**config.mk**
```make
export PLATFORM = sky130hd
export DESIGN_NAME = io_port_ctrl
export DESIGN_NICKNAME = d
export VERILOG_FILES = /design/src/rtl/io_pkg.sv /design/src/rtl/io_debounce.sv /design/src/rtl/io_port_ctrl.sv
export SDC_FILE = /design/constraint.sdc
export NUM_CORES = 1
export LEC_CHECK = 0
export CORE_ASPECT_RATIO = 0.75
export CORE_UTILIZATION = 55
export DETAILED_ROUTE_END_ITERATION = 7
export PLACE_DENSITY = 0.84
export SKIP_LAST_GASP = 1
export SLEW_MARGIN = 15
export SYNTH_ARGS = -nofsm -noshare
export SYNTH_HDL_FRONTEND = slang
export SYNTH_SLANG_ARGS = --single-unit
```
**constraint.sdc**
```tcl
create_clock -name clk -period 3.5 [get_ports clk]
set_input_delay 0.7 -clock clk [delete_from_list [all_inputs] [get_ports clk]]
set_output_delay 0.7 -clock clk [all_outputs]
set_load 0.02 [all_outputs]
```
**src/rtl/io_pkg.sv**
```systemverilog
// io_pkg: shared defaults and width helper for the I/O port controller
package io_pkg;
  localparam int DEF_WIDTH = 8;
  localparam int DEF_NPORTS = 4;
  localparam int DEF_DEB_CYCLES = 500000;
  function automatic int cnt_width(input int n);
    return (n <= 2) ? 1 : $clog2(n);
  endfunction
endpackage

```
**src/rtl/io_debounce.sv**
```systemverilog
// io_debounce: 2-flop synchroniser plus stability-window debouncer for one port
module io_debounce
  import io_pkg::*;
#(
  parameter int WIDTH = DEF_WIDTH,
  parameter int DEB_CYCLES = DEF_DEB_CYCLES
) (
  input  logic             clk,
  input  logic             reset,
  input  logic [WIDTH-1:0] i_raw,
  output logic [WIDTH-1:0] o_deb,
  output logic             o_chg
);
  localparam int CW = cnt_width(DEB_CYCLES);
  localparam logic [CW-1:0] CMAX = CW'(DEB_CYCLES - 1);
  logic [WIDTH-1:0] r_sync1, r_sync2, r_cand, r_deb;
  logic [CW-1:0] r_cnt;
  logic w_load;
  // the sample being accepted must still match, so a glitch ending on the load edge is dropped
  assign w_load = (r_cnt == CMAX) && (r_sync2 == r_cand) && (r_cand != r_deb);
  always_ff @(posedge clk) begin
    if (reset) begin
      r_sync1 <= '0;
      r_sync2 <= '0;
      r_cand <= '0;
      r_deb <= '0;
      r_cnt <= '0;
    end else begin
      r_sync1 <= i_raw;
      r_sync2 <= r_sync1;
      if (r_sync2 != r_cand) begin
        r_cand <= r_sync2;
        r_cnt <= '0;
      end else if (r_cnt != CMAX) r_cnt <= r_cnt + 1'b1;
      if (w_load) r_deb <= r_cand;
    end
  end
  assign o_deb = r_deb;
  assign o_chg = w_load;
endmodule

```
**src/rtl/io_port_ctrl.sv**
```systemverilog
// io_port_ctrl: debounced input ports, CPU-written output ports and masked interrupt
module io_port_ctrl
  import io_pkg::*;
#(
  parameter int WIDTH = DEF_WIDTH,
  parameter int NPORTS = DEF_NPORTS,
  parameter int DEB_CYCLES = DEF_DEB_CYCLES,
  parameter int SEL_W = cnt_width(NPORTS)
) (
  input  logic                    clk,
  input  logic                    reset,
  input  logic [NPORTS*WIDTH-1:0] raw_in,
  input  logic [SEL_W-1:0]        port_sel,
  input  logic                    we,
  input  logic [WIDTH-1:0]        wdata,
  input  logic                    mask_we,
  input  logic                    rd_ack,
  output logic [WIDTH-1:0]        rdata,
  output logic [NPORTS-1:0]       in_valid,
  output logic                    irq,
  output logic [NPORTS*WIDTH-1:0] out_data
);
  logic [WIDTH-1:0] w_deb [NPORTS];
  logic [NPORTS-1:0] w_chg, w_ack;
  logic [NPORTS-1:0] r_valid, r_mask;
  logic [NPORTS*WIDTH-1:0] r_out;
  logic r_irq;
  for (genvar k = 0; k < NPORTS; k++) begin : g_port
    io_debounce #(.WIDTH(WIDTH), .DEB_CYCLES(DEB_CYCLES)) u_deb (
      .clk  (clk),
      .reset(reset),
      .i_raw(raw_in[k*WIDTH +: WIDTH]),
      .o_deb(w_deb[k]),
      .o_chg(w_chg[k])
    );
    assign w_ack[k] = rd_ack && (port_sel == SEL_W'(k));
  end
  // out-of-range selects match no port, so they read zero and write nothing
  always_comb begin
    rdata = '0;
    for (int k = 0; k < NPORTS; k++) rdata = (port_sel == SEL_W'(k)) ? w_deb[k] : rdata;
  end
  always_ff @(posedge clk) begin
    if (reset) begin
      r_valid <= '0;
      r_mask <= '0;
      r_out <= '0;
      r_irq <= 1'b0;
    end else begin
      r_valid <= (r_valid & ~w_ack) | w_chg;
      r_irq <= |(r_valid & r_mask);
      if (mask_we) r_mask <= wdata[NPORTS-1:0];
      for (int k = 0; k < NPORTS; k++)
        if (we && (port_sel == SEL_W'(k))) r_out[k*WIDTH +: WIDTH] <= wdata;
    end
  end
  assign in_valid = r_valid;
  assign irq = r_irq;
  assign out_data = r_out;
endmodule

```
==> results.txt <==
status - finished, final reports clean
most frequent cells in the layout - dfxtp_1 (245), nor2b_1 (98), nor2_1 (96)
Final setup viols - 0
PwrDens - 503 nW/um^2
met2 WL - 8.84 mm
CP Class - in -> out
CTS tree - built
remaining antenna violation count after routing - 0
Slew Viols, Final - 0
Final #Nets - 1145
fmax - 0.312 GHz
number of fill cells - 1258
DR vias - 7226
flop2flop setup slack - 0.94 ns
met3 WL post-DR - 1.21 mm
Area after DPL - 10800 um^2
worst hold path type - reg -> reg
EDFF count, synth - 0
share of the synthesized area in the top cell type - 50.9%
synthesized cell area - 9640 um^2
uppermost layer routed - met4
data arrival time of the worst path - 2.51 ns
sequential-to-total area share from yosys stat - 50.9%
die span in x - 155 um
final wirelength - 20.0 mm
Tmin final - 3.21 ns
routability cong. - 0.839
Max clock buf depth - 3
clk root buf - clkbuf_16
IO Count - 92
post-detail-place hpwl - 13.5 mm
die height - 117 um
Syn Inst Count - 1009
CP max stage cell - clkdlybuf4s50_1
# DRC - 0
H-tree levels - 1
most common cell after layout, fill and taps aside - dfxtp_1
Num CTS Buffers - 23
Yosys top cell by area - dfxtp_1
Initial DRC Count - 688
WL met1 - 9.64 mm
synth-to-layout area growth - 20.2%
Final Cycle Share - 91.6%
Setup Fix Bufs, Post-CTS - 0
max_cap viols - 0
post-route cell area - 11600 um^2
maximum VDD drop - 0.000384 V
pin count of the biggest net entering global routing - 80
Slew headroom - 37.0%
total design power - 5.83 mW
core area - 17000 um^2
CP Data Required Time - 2.80 ns
worst skew pair latency - 0.51 ns
leakage - 4.12 nW
Detailed Routing Iterations Pass 1 - 5
crit-path cells - clkdlybuf4s50_1 > buf_12 > mux4_2 > clkdlybuf4s50_1
GRT Residual Overflow - 0
Ant. Diodes - 0
# hold bufs at CTS - 0
number of global-route vias before repair - 6661
CP Max Fanout - 13
Buf/Inv on CP - 3
Vias/cell - 5.37
startpoint type of the worst setup path - input pin
Die ar. - 18100 um^2
Worst path max stage delay - 0.57 ns
DR WL/cell - 14.8 um
clock slew at reported path FFs - 0.06 ns
I/O Buffers - 91
placed cell count - 1305
first-pass GRT wire length - 32.9 mm
syn nets - 1060
async set-reset flop share out of synthesis - 0%
kind of end point of the critical path - output port
number of synthesized register bits - 245
Top FF cell, synth - dfxtp_1
Storage cell area - 4900 um^2
Crit path max-delay family - buffers and inverters
GR Util All Layers - 22.2%
Syn Area/Cell - 9.56 um^2
initial antenna violation count - 0
Ys Warns - 0
Worst Skew - 0.0133 ns
largest cells by area after synthesis - dfxtp_1 (51%), nor2b_1 (6.4%), xor2_1 (5.9%), xnor2_1 (5.1%), nor2_1 (3.7%)
post-cts resize count - 0
CP dominant cell by count - clkdlybuf4s50_1
FP Rows - 41
unrepaired setup endpoints after global routing - false
Setup TNS - 0 ns
CTS Sinks - 245
Worst Max-Slew Pin Slew - 0.937 ns
ratio of cells with drive above 1 in the final layout - 5.95%
multi-input logic area - 4550 um^2
initial core utilization - 56.8%
final hold vios - 0
Final Non-Filler Cells - 1345
post-synth cell types - 45
state kept, by name (all words and copies together), names as in the netlist:
| register | count |
|---|---|
| g_port.u_deb.o_deb | 32 |
| out_data | 32 |
| r_mask | 4 |
| g_port.u_deb.r_cand | 32 |
| g_port.u_deb.r_sync2 | 32 |
| g_port.u_deb.r_sync1 | 32 |
| in_valid | 4 |
| irq | 1 |
| g_port.u_deb.r_cnt | 76 |
cells in the mapped netlist (all sizes together), types with 4 or more instances:
cell    instances
a21oi          61
and2            4
and3            7
and4            6
buf             4
clkbuf         37
dfxtp         245
ha              4
inv             9
mux2i          29
mux4            8
nand2          65
nand2b         17
nand3          63
nand4          24
nor2           97
nor2b          98
nor3            7
nor4           17
o21ai          36
or3            11
or4             8
xnor2          56
xor2           65
final cells by class:
| type | count | share of cell area (%) |
|---|---|---|
| sequential | 245 | 42.3 |
| multi-input combinational | 714 | 39.3 |
| timing repair buffer | 101 | 8.60 |
| clock buffer | 30 | 5.71 |
| tap | 236 | 2.55 |
| clock inverter | 10 | 1.23 |
| inverter | 9 | 0.292 |
path summary, 6_finish.rpt:
path                              start                         end  depth (start not counted)
max                         port_sel[1]                    rdata[3]                          4
min          g_port[1].u_deb.r_sync1[2]  g_port[1].u_deb.r_sync2[2]                          1
max reg2reg    g_port[2].u_deb.r_cnt[9]    g_port[2].u_deb.o_deb[1]                          5
min reg2reg  g_port[1].u_deb.r_sync1[2]  g_port[1].u_deb.r_sync2[2]                          1
logic make-up after synthesis:
logic type / share of synthesized area [%]
AOI/OAI and AO/OA: 6.66
xor gates and xnor gates: 11.0
adders and majority gates: 0.519
and+or+nand+nor: 24.1
DFF: 50.9
buffers and inverters: 1.99
muxes: 4.88
per-stage QoR:
| step | utilization (%) | worst slack [ns] | hold slack, ns |
|---|---|---|---|
| floorplan | - | 1.02 | 0.414 |
| global placement | 63.5 | 0.313 | 0.420 |
| detailed placement | 63.5 | 0.309 | 0.422 |
| CTS | 68.2 | 0.295 | 0.436 |
| global route | 68.2 | 0.281 | 0.445 |
| finish | 68.2 | 0.295 | 0.434 |
where the power goes:
group	internal, mW	leakage (nW)	switching, mW	total [mW]
Sequential	2.85	1.99	0.0398	2.89
Combinational	0.153	1.73	0.172	0.326
Clock	1.56	0.389	1.06	2.62
per-layer routing:
metal,vias up,GRT usage [%]
li1,3620,-
met1,3389,31.9
met2,197,34.4
met3,20,4.86
met4,0,4.88
met5,-,0
Note: power is estimated with default switching activity, not from simulation.
